### src/rtl/tile_game_pkg.sv
// Shared definitions for the tile game: FSM state codes and default timing constants,
// used by the sequencer, the datapath and the bench.
package tile_game_pkg;

  typedef enum logic [3:0] {
    IDLE      = 4'd0,
    CLEAR     = 4'd1,
    DRAW      = 4'd2,
    HOLD      = 4'd3,
    HIT       = 4'd4,
    MISS      = 4'd5,
    ADVANCE   = 4'd6,
    EDGE      = 4'd7,
    EDGE_FAIL = 4'd8,
    SHIFT     = 4'd9,
    OVER      = 4'd10
  } tile_state_e;

  localparam int DEF_ROW_PX    = 40;
  localparam int DEF_WAIT_INIT = 833333;
  localparam int DEF_WAIT_MIN  = 200000;
  localparam int DEF_WAIT_STEP = 50000;

endpackage

### src/rtl/tile_game_sequencer_if.sv
// Go/done handshake bundle between the tile game sequencer (master) and the
// clear/draw/hit/miss/colour/shift datapath units (slave).
interface tile_game_sequencer_if;
  logic clear_go,   draw_go,   hit_go,   miss_go,   colour_go,   shift_go;
  logic clear_done, draw_done, hit_done, miss_done, colour_done, shift_done;
  logic offset_inc;

  modport master (
    output clear_go, draw_go, hit_go, miss_go, colour_go, shift_go, offset_inc,
    input  clear_done, draw_done, hit_done, miss_done, colour_done, shift_done
  );

  modport slave (
    input  clear_go, draw_go, hit_go, miss_go, colour_go, shift_go, offset_inc,
    output clear_done, draw_done, hit_done, miss_done, colour_done, shift_done
  );
endinterface

### src/rtl/tile_speed_ctrl.sv
// Hold-period controller: counts hits and shortens the hold period by WAIT_STEP
// every SPEEDUP_EVERY hits, never going below WAIT_MIN.
module tile_speed_ctrl
  import tile_game_pkg::*;
#(
  parameter int WAIT_W        = 24,
  parameter int WAIT_INIT     = DEF_WAIT_INIT,
  parameter int WAIT_MIN      = DEF_WAIT_MIN,
  parameter int WAIT_STEP     = DEF_WAIT_STEP,
  parameter int SPEEDUP_EVERY = 8
) (
  input  logic              clock,
  input  logic              resetn,
  input  logic              load,
  input  logic              hit_pulse,
  output logic [WAIT_W-1:0] period
);
  localparam int CNT_W = $clog2(SPEEDUP_EVERY + 1);
  localparam int SUM_W = WAIT_W + 1;

  logic [CNT_W-1:0]  hit_cnt_reg;
  logic [WAIT_W-1:0] period_reg;
  logic [WAIT_W-1:0] period_next;
  logic [SUM_W-1:0]  stepped;

  // One spare bit: a borrow out of the subtraction shows up as the MSB.
  assign stepped = {1'b0, period_reg} - SUM_W'(WAIT_STEP);

  always_comb begin
    period_next = stepped[WAIT_W-1:0];
    if (stepped[WAIT_W] || (stepped < SUM_W'(WAIT_MIN)))
      period_next = WAIT_W'(WAIT_MIN);
  end

  always_ff @(posedge clock) begin
    if (!resetn || load) begin
      hit_cnt_reg <= '0;
      period_reg  <= WAIT_W'(WAIT_INIT);
    end else if (hit_pulse) begin
      if (hit_cnt_reg == CNT_W'(SPEEDUP_EVERY - 1)) begin
        hit_cnt_reg <= '0;
        period_reg  <= period_next;
      end else begin
        hit_cnt_reg <= hit_cnt_reg + CNT_W'(1);
      end
    end
  end

  assign period = period_reg;
endmodule

### src/rtl/tile_game_sequencer.sv
// Tile game master FSM: sequences datapath units via go/done and owns offset, hold timer,
// score and lives. Define TILE_SEQ_PAUSE_EN to add a pause input that freezes HOLD.
module tile_game_sequencer
  import tile_game_pkg::*;
#(
  parameter int LANES         = 4,
  parameter int ROW_PX        = DEF_ROW_PX,
  parameter int LIVES         = 3,
  parameter int SCORE_W       = 16,
  parameter int WAIT_W        = 24,
  parameter int WAIT_INIT     = DEF_WAIT_INIT,
  parameter int WAIT_MIN      = DEF_WAIT_MIN,
  parameter int WAIT_STEP     = DEF_WAIT_STEP,
  parameter int SPEEDUP_EVERY = 8
) (
  input  logic                         clock,
  input  logic                         resetn,
  input  logic                         start,
`ifdef TILE_SEQ_PAUSE_EN
  input  logic                         pause,
`endif
  tile_game_sequencer_if.master        hs,
  input  logic                         key_press,
  input  logic [$clog2(LANES)-1:0]     key_lane,
  input  logic [LANES-1:0]             bottom_row,
  output logic                         game_over,
  output logic [$clog2(ROW_PX)-1:0]    offset,
  output logic [SCORE_W-1:0]           score,
  output logic [$clog2(LIVES+1)-1:0]   lives,
  output logic [3:0]                   state
);
  localparam int LANE_W    = $clog2(LANES);
  localparam int ROW_PAD_W = 1 << LANE_W;
  localparam int OFF_W     = $clog2(ROW_PX);
  localparam int LIVES_W   = $clog2(LIVES + 1);

  localparam logic [3:0] ST_IDLE      = IDLE;
  localparam logic [3:0] ST_CLEAR     = CLEAR;
  localparam logic [3:0] ST_DRAW      = DRAW;
  localparam logic [3:0] ST_HOLD      = HOLD;
  localparam logic [3:0] ST_HIT       = HIT;
  localparam logic [3:0] ST_MISS      = MISS;
  localparam logic [3:0] ST_ADVANCE   = ADVANCE;
  localparam logic [3:0] ST_EDGE      = EDGE;
  localparam logic [3:0] ST_EDGE_FAIL = EDGE_FAIL;
  localparam logic [3:0] ST_SHIFT     = SHIFT;
  localparam logic [3:0] ST_OVER      = OVER;

  logic [3:0]         state_reg,  state_next;
  logic [OFF_W-1:0]   offset_reg, offset_next;
  logic [SCORE_W-1:0] score_reg,  score_next;
  logic [LIVES_W-1:0] lives_reg,  lives_next;
  logic [WAIT_W-1:0]  timer_reg,  timer_next;
  logic [WAIT_W-1:0]  period;
  logic               speed_load, hit_pulse, hold_run, key_hit, last_life;
  logic [LIVES_W-1:0] lives_dec;
  logic [ROW_PAD_W-1:0] row_pad;

  // Lanes that do not exist read as empty, so such a key counts as a miss.
  genvar gi;
  generate
    for (gi = 0; gi < ROW_PAD_W; gi++) begin : g_row_pad
      if (gi < LANES) begin : g_lane
        assign row_pad[gi] = bottom_row[gi];
      end else begin : g_pad
        assign row_pad[gi] = 1'b0;
      end
    end
  endgenerate

  assign key_hit   = row_pad[key_lane];
  assign last_life = (lives_reg <= LIVES_W'(1));
  assign lives_dec = (lives_reg == '0) ? '0 : lives_reg - LIVES_W'(1);

`ifdef TILE_SEQ_PAUSE_EN
  assign hold_run = !pause;
`else
  assign hold_run = 1'b1;
`endif

  tile_speed_ctrl #(
    .WAIT_W        (WAIT_W),
    .WAIT_INIT     (WAIT_INIT),
    .WAIT_MIN      (WAIT_MIN),
    .WAIT_STEP     (WAIT_STEP),
    .SPEEDUP_EVERY (SPEEDUP_EVERY)
  ) u_speed (
    .clock     (clock),
    .resetn    (resetn),
    .load      (speed_load),
    .hit_pulse (hit_pulse),
    .period    (period)
  );

  always_comb begin
    state_next  = state_reg;
    offset_next = offset_reg;
    score_next  = score_reg;
    lives_next  = lives_reg;
    timer_next  = timer_reg;
    speed_load  = 1'b0;
    hit_pulse   = 1'b0;
    case (state_reg)
      ST_IDLE:  if (start) state_next = ST_CLEAR;
      ST_CLEAR: if (hs.clear_done) begin
        state_next  = ST_DRAW;
        offset_next = '0;
        score_next  = '0;
        lives_next  = LIVES_W'(LIVES);
        speed_load  = 1'b1;
      end
      ST_DRAW: if (hs.draw_done) begin
        state_next = ST_HOLD;
        timer_next = period - WAIT_W'(1);
      end
      // The timer parks at zero, so a key taken on the last cycle returns for one more.
      ST_HOLD: if (hold_run) begin
        if (timer_reg != '0) timer_next = timer_reg - WAIT_W'(1);
        if (key_press)              state_next = key_hit ? ST_HIT : ST_MISS;
        else if (timer_reg == '0)   state_next = ST_ADVANCE;
      end
      ST_HIT: if (hs.hit_done) begin
        state_next = ST_HOLD;
        hit_pulse  = 1'b1;
        if (score_reg != '1) score_next = score_reg + SCORE_W'(1);
      end
      ST_MISS: if (hs.miss_done) begin
        lives_next = lives_dec;
        state_next = last_life ? ST_OVER : ST_HOLD;
      end
      ST_ADVANCE: begin
        if (offset_reg == OFF_W'(ROW_PX - 1)) begin
          offset_next = '0;
          state_next  = ST_EDGE;
        end else begin
          offset_next = offset_reg + OFF_W'(1);
          state_next  = ST_DRAW;
        end
      end
      ST_EDGE:      state_next = (bottom_row == '0) ? ST_SHIFT : ST_EDGE_FAIL;
      ST_EDGE_FAIL: if (hs.colour_done) begin
        lives_next = lives_dec;
        state_next = last_life ? ST_OVER : ST_SHIFT;
      end
      ST_SHIFT: if (hs.shift_done) state_next = ST_DRAW;
      ST_OVER:  if (start) state_next = ST_CLEAR;
      default:  state_next = ST_IDLE;
    endcase
  end

  always_ff @(posedge clock) begin
    if (!resetn) begin
      state_reg  <= ST_IDLE;
      offset_reg <= '0;
      score_reg  <= '0;
      lives_reg  <= LIVES_W'(LIVES);
      timer_reg  <= '0;
    end else begin
      state_reg  <= state_next;
      offset_reg <= offset_next;
      score_reg  <= score_next;
      lives_reg  <= lives_next;
      timer_reg  <= timer_next;
    end
  end

  assign hs.clear_go   = (state_reg == ST_CLEAR);
  assign hs.draw_go    = (state_reg == ST_DRAW);
  assign hs.hit_go     = (state_reg == ST_HIT);
  assign hs.miss_go    = (state_reg == ST_MISS);
  assign hs.colour_go  = (state_reg == ST_EDGE_FAIL);
  assign hs.shift_go   = (state_reg == ST_SHIFT);
  assign hs.offset_inc = (state_reg == ST_ADVANCE);
  assign game_over     = (state_reg == ST_OVER);
  assign offset        = offset_reg;
  assign score         = score_reg;
  assign lives         = lives_reg;
  assign state         = state_reg;
endmodule

### src/flat_wrapper.sv
// flat-port wrapper written by rule: the top's interface ports become plain ports
module tile_game_sequencer_flat import tile_game_pkg::*;
#(
  parameter int LANES         = 4,
  parameter int ROW_PX        = DEF_ROW_PX,
  parameter int LIVES         = 3,
  parameter int SCORE_W       = 16,
  parameter int WAIT_W        = 24,
  parameter int WAIT_INIT     = DEF_WAIT_INIT,
  parameter int WAIT_MIN      = DEF_WAIT_MIN,
  parameter int WAIT_STEP     = DEF_WAIT_STEP,
  parameter int SPEEDUP_EVERY = 8
)
  (clock, resetn, start, key_press, key_lane, bottom_row, game_over, offset, score, lives, state, hs_clear_go, hs_draw_go, hs_hit_go, hs_miss_go, hs_colour_go, hs_shift_go, hs_offset_inc, hs_clear_done, hs_draw_done, hs_hit_done, hs_miss_done, hs_colour_done, hs_shift_done);
  tile_game_sequencer_if hs_i ();
  input  logic clock;
  input  logic resetn;
  input  logic start;
  input  logic key_press;
  input  logic [$clog2(LANES)-1:0] key_lane;
  input  logic [LANES-1:0] bottom_row;
  output logic game_over;
  output logic [$clog2(ROW_PX)-1:0] offset;
  output logic [SCORE_W-1:0] score;
  output logic [$clog2(LIVES+1)-1:0] lives;
  output logic [3:0] state;
  output wire logic [$bits(hs_i.clear_go)-1:0] hs_clear_go;
  output wire logic [$bits(hs_i.draw_go)-1:0] hs_draw_go;
  output wire logic [$bits(hs_i.hit_go)-1:0] hs_hit_go;
  output wire logic [$bits(hs_i.miss_go)-1:0] hs_miss_go;
  output wire logic [$bits(hs_i.colour_go)-1:0] hs_colour_go;
  output wire logic [$bits(hs_i.shift_go)-1:0] hs_shift_go;
  output wire logic [$bits(hs_i.offset_inc)-1:0] hs_offset_inc;
  input wire logic [$bits(hs_i.clear_done)-1:0] hs_clear_done;
  input wire logic [$bits(hs_i.draw_done)-1:0] hs_draw_done;
  input wire logic [$bits(hs_i.hit_done)-1:0] hs_hit_done;
  input wire logic [$bits(hs_i.miss_done)-1:0] hs_miss_done;
  input wire logic [$bits(hs_i.colour_done)-1:0] hs_colour_done;
  input wire logic [$bits(hs_i.shift_done)-1:0] hs_shift_done;
  assign hs_clear_go = hs_i.clear_go;
  assign hs_draw_go = hs_i.draw_go;
  assign hs_hit_go = hs_i.hit_go;
  assign hs_miss_go = hs_i.miss_go;
  assign hs_colour_go = hs_i.colour_go;
  assign hs_shift_go = hs_i.shift_go;
  assign hs_offset_inc = hs_i.offset_inc;
  assign hs_i.clear_done = hs_clear_done;
  assign hs_i.draw_done = hs_draw_done;
  assign hs_i.hit_done = hs_hit_done;
  assign hs_i.miss_done = hs_miss_done;
  assign hs_i.colour_done = hs_colour_done;
  assign hs_i.shift_done = hs_shift_done;
  tile_game_sequencer #(.LANES(LANES), .ROW_PX(ROW_PX), .LIVES(LIVES), .SCORE_W(SCORE_W), .WAIT_W(WAIT_W), .WAIT_INIT(WAIT_INIT), .WAIT_MIN(WAIT_MIN), .WAIT_STEP(WAIT_STEP), .SPEEDUP_EVERY(SPEEDUP_EVERY)) u_core (.clock(clock), .resetn(resetn), .start(start), .hs(hs_i), .key_press(key_press), .key_lane(key_lane), .bottom_row(bottom_row), .game_over(game_over), .offset(offset), .score(score), .lives(lives), .state(state));
endmodule
### config.mk
export PLATFORM = sky130hd
export DESIGN_NAME = tile_game_sequencer_flat
export DESIGN_NICKNAME = d
export VERILOG_FILES = /design/src/rtl/tile_game_pkg.sv /design/src/rtl/tile_game_sequencer_if.sv /design/src/rtl/tile_speed_ctrl.sv /design/src/rtl/tile_game_sequencer.sv /design/src/flat_wrapper.sv
export SDC_FILE = /design/constraint.sdc
export NUM_CORES = 1
export LEC_CHECK = 0
export BUFFER_PORTS_ARGS = -buffer_cell sky130_fd_sc_hd__buf_2
export CORE_MARGIN = 5
export CORE_UTILIZATION = 55
export DETAILED_ROUTE_END_ITERATION = 6
export PLACE_DENSITY = 0.71
export SYNTH_ARGS = -nofsm -noshare
export SYNTH_HDL_FRONTEND = slang
export SYNTH_SLANG_ARGS = --single-unit
export TNS_END_PERCENT = 50
### constraint.sdc
create_clock -name clock -period 4 [get_ports clock]
set_clock_uncertainty 0.15 [all_clocks]
set_input_delay 0.6 -clock clock [delete_from_list [all_inputs] [get_ports clock]]
set_output_delay 0.6 -clock clock [all_outputs]
set_load 0.01 [all_outputs]
Word level (Yosys, flattened, before mapping)
Index checks and enable logic that the tools add are counted.
{ "classes": {"n_addsub": 7, "mux": 38, "n_eq_ne": 23, "n_reduce_logical": 19, "magnitude_cmp": 3} }
{ "ops": {"columns": ["op", "n"], "rows": [
  ["2-to-1 mux 24 bit", 3],
  ["2-to-1 mux 16 bit", 3],
  ["case mux 24 bit (2 select lines)", 1],
  ["subtractor 24 x 1 -> 24 bit (second input constant)", 2],
  ["2-to-1 mux 4 bit", 11],
  ["case mux 4 bit (10 select lines)", 1],
  ["case mux 16 bit (2 select lines)", 1],
  ["less-than comparator 25 x 18 -> 1 bit (second input constant)", 1],
  ["subtractor 24 x 16 -> 25 bit (second input constant)", 1],
  ["zero test 24 bit", 1],
  ["nonzero test 24 bit", 1],
  ["equality test 4 x 3 -> 1 bit (second input constant)", 5],
  ["inequality test 2 x 1 -> 1 bit (second input constant)", 9],
  ["adder 16 x 1 -> 16 bit (second input constant)", 1],
  ["inequality test 16 bit (second input constant)", 1],
  ["equality test 4 bit (second input constant)", 3],
  ["2-to-1 mux 6 bit", 2],
  ["case mux 6 bit (2 select lines)", 1],
  ["2-to-1 mux 2 bit", 5],
  ["equality test 4 x 2 -> 1 bit (second input constant)", 2],
  ["zero test 4 bit", 2],
  ["AND reduction 4 bit", 2],
  ["AND reduction 8 bit", 1],
  ["2-to-1 mux 1 bit", 7],
  ["19 further kinds", 23]
]} }
{ "word_totals": {"out_inout_bits": 36, "reg_bits": 80, "inputBits": 16, "word_cells": 97} }

Depth between registers and ports, before layout
{ "depth": {"ltp_word": 5, "depth_mapped": 12, "mapped_depth_nobuf": 10} }

Hierarchy
A second synthesis with hierarchy kept.
{ "hier_totals": {"cells_unflattened": 705, "area_unflattened_um2": 5345.1} }
{ "by_module_without_submodules": {"columns": ["mod", "instances", "cells_each", "seq_area_each_um2", "area_each_um2"], "rows": [
  ["tile_game_sequencer", 1, 500, 1041.0, 3704.8],
  ["tile_speed_ctrl", 1, 205, 500.5, 1640.3]
]} }

Least setup slack after synthesis
Ideal clock, no wire load.
{ "synth_path": {"kind": "flip-flop to flip-flop", "startpoint": "register u_core.state_reg[3], in the netlist u_core.state[3]", "endpoint": "register u_core.timer_reg[20]", "setup_slack_ps": 923, "path_buffers": 2, "period_less_slack_ps": 3077, "arrival_ps": 2803, "path_stages_with_launch": 13, "setup_time_ps": 123, "required_time_ps": 3727, "path_cell_list": "dfxtp_1 buf_4 and4bb_4 buf_6 mux2i_2 ha_1 a21boi_1 nand4_2 nor2_2 nand3_1 or4_1 a31oi_1 o22ai_1"} }
{ "synth_via": {"elab_chain_len": 3, "word_cells_on_any_way": 7, "classes_between": "eq/ne (4); mux (1); reduce/logical (2)"} }
{ "synth_lines": {"columns": ["element", "line", "text"], "rows": [
  ["from (decl)", "tile_game_sequencer.sv:49", "logic [3:0] state_reg, state_next;"],
  ["from (signal assigned)", "tile_game_sequencer.sv:159", "state_reg <= state_next;"],
  ["equality test 4 x 2 -> 1 bit", "tile_game_sequencer.sv:103", "case (state_reg)"],
  ["inequality test 2 x 1 -> 1 bit (no line) or nonzero test 2 bit (tied branches)", null, null],
  ["AND reduction 3 bit (no line)", null, null],
  ["to (signal assigned)", "tile_game_sequencer.sv:163", "timer_reg <= timer_next;"],
  ["to (decl)", "tile_game_sequencer.sv:53", "logic [WAIT_W-1:0] timer_reg, timer_next;"]
]} }
Several ways; a longest one is shown, not always the timed one.
A chain may end at the register's enable or synchronous reset.

Worst setup path after layout
Ends and elaborated chain as after synthesis.

==> impl_results.md <==
- TritonCTS Buffers: 9
- Layout filler cell count: around 860
- Slew headroom: 0.547
- Min-Delay Path Depth: 2
- Core area: around 9200 µm²
- Nets@finish: ~740
- RR Endpoint: u_core.timer_reg[20]
- Worst-margin pin slew: about 0.68 ns
- Max incr delay on CP: 0.66 ns
- DIE HEIGHT: approximately 110 µm
- Clk buf depth: 2
- Crit path DAT: 3.62 ns
- Root buffer selected by CTS: clkbuf_8
- DRC: 0
- Sw Ratio: 0.385
- Initial antenna violation count: 0
- Post-CTS Setup Bufs: 0
- Setup CP Type: reg2reg
- R2R Path Start: u_core.state[3]
- # diodes: 0
- Logic pwr share: 0.329
- Max FFs per register: 24
- WP data required: between 4 and 5 ns
- Unrepaired setup endpoints after global routing: false
- Crit path capture type: register
- Seq/Total Area, Yosys: 0.297
- Total GRT Usage: 0.245
- WL/cell: 16.4 µm
- Hold Crit Endpoint: u_core.timer_reg[4]
- Most frequent cells in the layout: nor2_1 (79), nand2_1 (78), dfxtp_1 (77)
- Final wirelength: between 10,000 and 15,000 µm
- Top delay family on crit path: simple AND/OR/NAND/NOR gates
- Yosys warns: 0
- 1st-iter DRT viols: roughly 400
- Initial Util: 0.562
- Cell Chain, Critical Path: and4bb_4, buf_4, nand2_1, ha_1, a21boi_1, nand4_2, nor2_2, nand3_1, or4_1, a31oi_1, o22ai_1
- Leak: 2.04 nW
- Post-synthesis register bit count: 77
- Placed Area: approximately 5500 µm²
- Layout cell share with drive strength beyond 1: 0.161
- Rows: 35
- MaxCap Viol Count: 0
- CTS Hold Bufs: 0
- Syn Area/Cell: about 7.5 µm²
- Simple-gate portion of the synthesized area: 0.307
- Top_reg_cell synth: dfxtp_1
- CTS Sinks: between 70 and 80
- Synth Area in XOR/XNOR: 0.0337
- FMAX: ~280 MHz
- Largest net degree at the start of global routing: 37
- Die X-Extent: around 110 µm
- First-pass GRT wire length: 23,100 µm
- Final setup violation count: 0
- Final setup TNS: 0 ns
- Largest family of logic cells by synthesized area: simple AND/OR/NAND/NOR gates
- Synth Area in Compound Gates: 0.239
- Most common cell after layout, fill and taps aside: nor2_1
- Fin. Hold Viols: 0
- Vias in the first global route: ~5k
- CP Launch Type: register
- Minimum clock period: approximately 3.5 ns
- Sequential fraction of design power: 0.390
- GR Overflow Total: 0
- Worst R2R Path Depth: 11
- Mux cell area share after synthesis: 0.0552
- Worst VDD drop: ~240 µV
- Clock Latency Late Sink: 0.36 ns
- Post-synth cell types: 83
- Syn-to-layout area delta: 9.08%
- Post-synth EDFFs: 0
- R2r setup slk: around 0.46 ns
- Resized cells post-CTS: 0
- Drt pass-1 iters: 5
- Critical path's slowest cell: dfxtp_1
- HP Start: u_core.timer_reg[4]
- Max-slew violations: 0
- Status: finished, final reports clean
- CTS clk-pin slew, worst paths: about 0.090 ns
- Htree depth: 3
- PwrDens: about 400 nW/µm²
- Cell Area, Synth: slightly above 5000 µm²
- Die ar.: around 11,000 µm²
- Post-route ant nets: 0
- Final Cell Area: 5670 µm²
- Clock Power Share: 0.281
- Final Cycle Share: 0.884
- Crit-path max FO: 32
- Buffers added on ports: between 50 and 60
- Hpwl dp: between 9000 and 10,000 µm
- CP Buf/Inv Count: 1
- P_sw: around 0.87 mW
- DR vias: 5,296
- Worst hold path type: reg2reg
- Pint: around 1.4 mW
- Final RePlAce weighted congestion: about 0.91
- Synth Area in Adders: 0.0120
- CTS tree: yes
- Syn nets: slightly above 700
- Io pins: 52
- Syn Inst Count: 694
- Post-synth ARST share: 0
- Vias per inst: around 6.2
## final cells by class
class                      instances  area [µm²]  share of cell area
inverter                          17        63.8              0.0113
tap                              129         161              0.0285
timing repair buffer              62         338              0.0596
sequential                        77        1540               0.272
clock buffer                       9         124              0.0219
multi-input combinational        553        3360               0.593
clock inverter                     7        80.1              0.0141
## stage by stage
step                power [mW]  hold slack, ns  instances  setup slack, ns  utilization
floorplan                 1.44           0.305        694            0.923            -
global placement          1.61           0.318        838            0.720        0.591
detailed placement        1.62           0.325        838            0.601        0.591
CTS                       2.25           0.338        854            0.580        0.613
global route              2.39           0.366        854            0.272        0.613
finish                    2.25           0.334        854            0.464        0.613
## metal layers
layer,global-route usage,vias to the layer above,wire length (µm)
met5,0,-,0
met4,0.0831,0,257
met3,0.0530,34,1030
met2,0.392,205,6560
met1,0.325,2482,6160
li1,-,2575,-
## worst max path at each step
| stage | startpoint | end | slack [ns] | depth (start not counted) |
|---|---|---|---|---|
| 2_1_floorplan | u_core.state[3] | u_core.timer_reg[20] | 0.92 | 12 |
| 3_3_place_gp | u_core.state[3] | u_core.timer_reg[20] | 0.72 | 11 |
| 3_5_place_dp | u_core.state[3] | u_core.timer_reg[20] | 0.60 | 11 |
| 4_1_cts | u_core.state[3] | u_core.timer_reg[20] | 0.58 | 11 |
| 5_1_grt | u_core.state[3] | u_core.timer_reg[20] | 0.27 | 11 |
| 6_report | u_core.state[3] | u_core.timer_reg[20] | 0.46 | 11 |
## tightest hold or removal path: cells and delay by family (launching register included)
family	cells	cell delay, ns
AOI/OAI and AO/OA	1	0.05
DFF	1	0.34
and+or+nand+nor	1	0.06
## cells in the mapped netlist (10+ instances only)
master | instances | share of area
clkbuf_1 | 29 | 0.021
nand4_1 | 10 | 0.012
xnor2_1 | 10 | 0.017
nor3_1 | 28 | 0.027
nand3_1 | 27 | 0.026
buf_2 | 10 | 0.0096
nand2_1 | 78 | 0.056
a21oi_1 | 58 | 0.056
nor4_1 | 10 | 0.012
xor2_1 | 10 | 0.017
o21ai_0 | 52 | 0.050
dfxtp_1 | 77 | 0.30
nor2_1 | 79 | 0.057
mux2i_1 | 15 | 0.029
or3_1 | 19 | 0.023
inv_1 | 16 | 0.012
## power groups by stage
stage / logic [mW] / clock network [mW] / registers [mW]
finish: 0.740 / 0.632 / 0.879
global route: 0.817 / 0.685 / 0.890
CTS: 0.730 / 0.641 / 0.877
detailed placement: 0.726 / 0 / 0.896
global placement: 0.717 / 0 / 0.893
floorplan: 0.549 / 0 / 0.891
## cell families (layout without fill, tap and decap cells)
logic type,Yosys count,count (layout)
AOI/OAI and AO/OA,190,190
xor gates and xnor gates,20,20
adders and majority gates,5,5
buffers and inverters,64,95
DFF,77,77
muxes,25,25
and+or+nand+nor,313,313
Power figures use the tool's default switching activity.
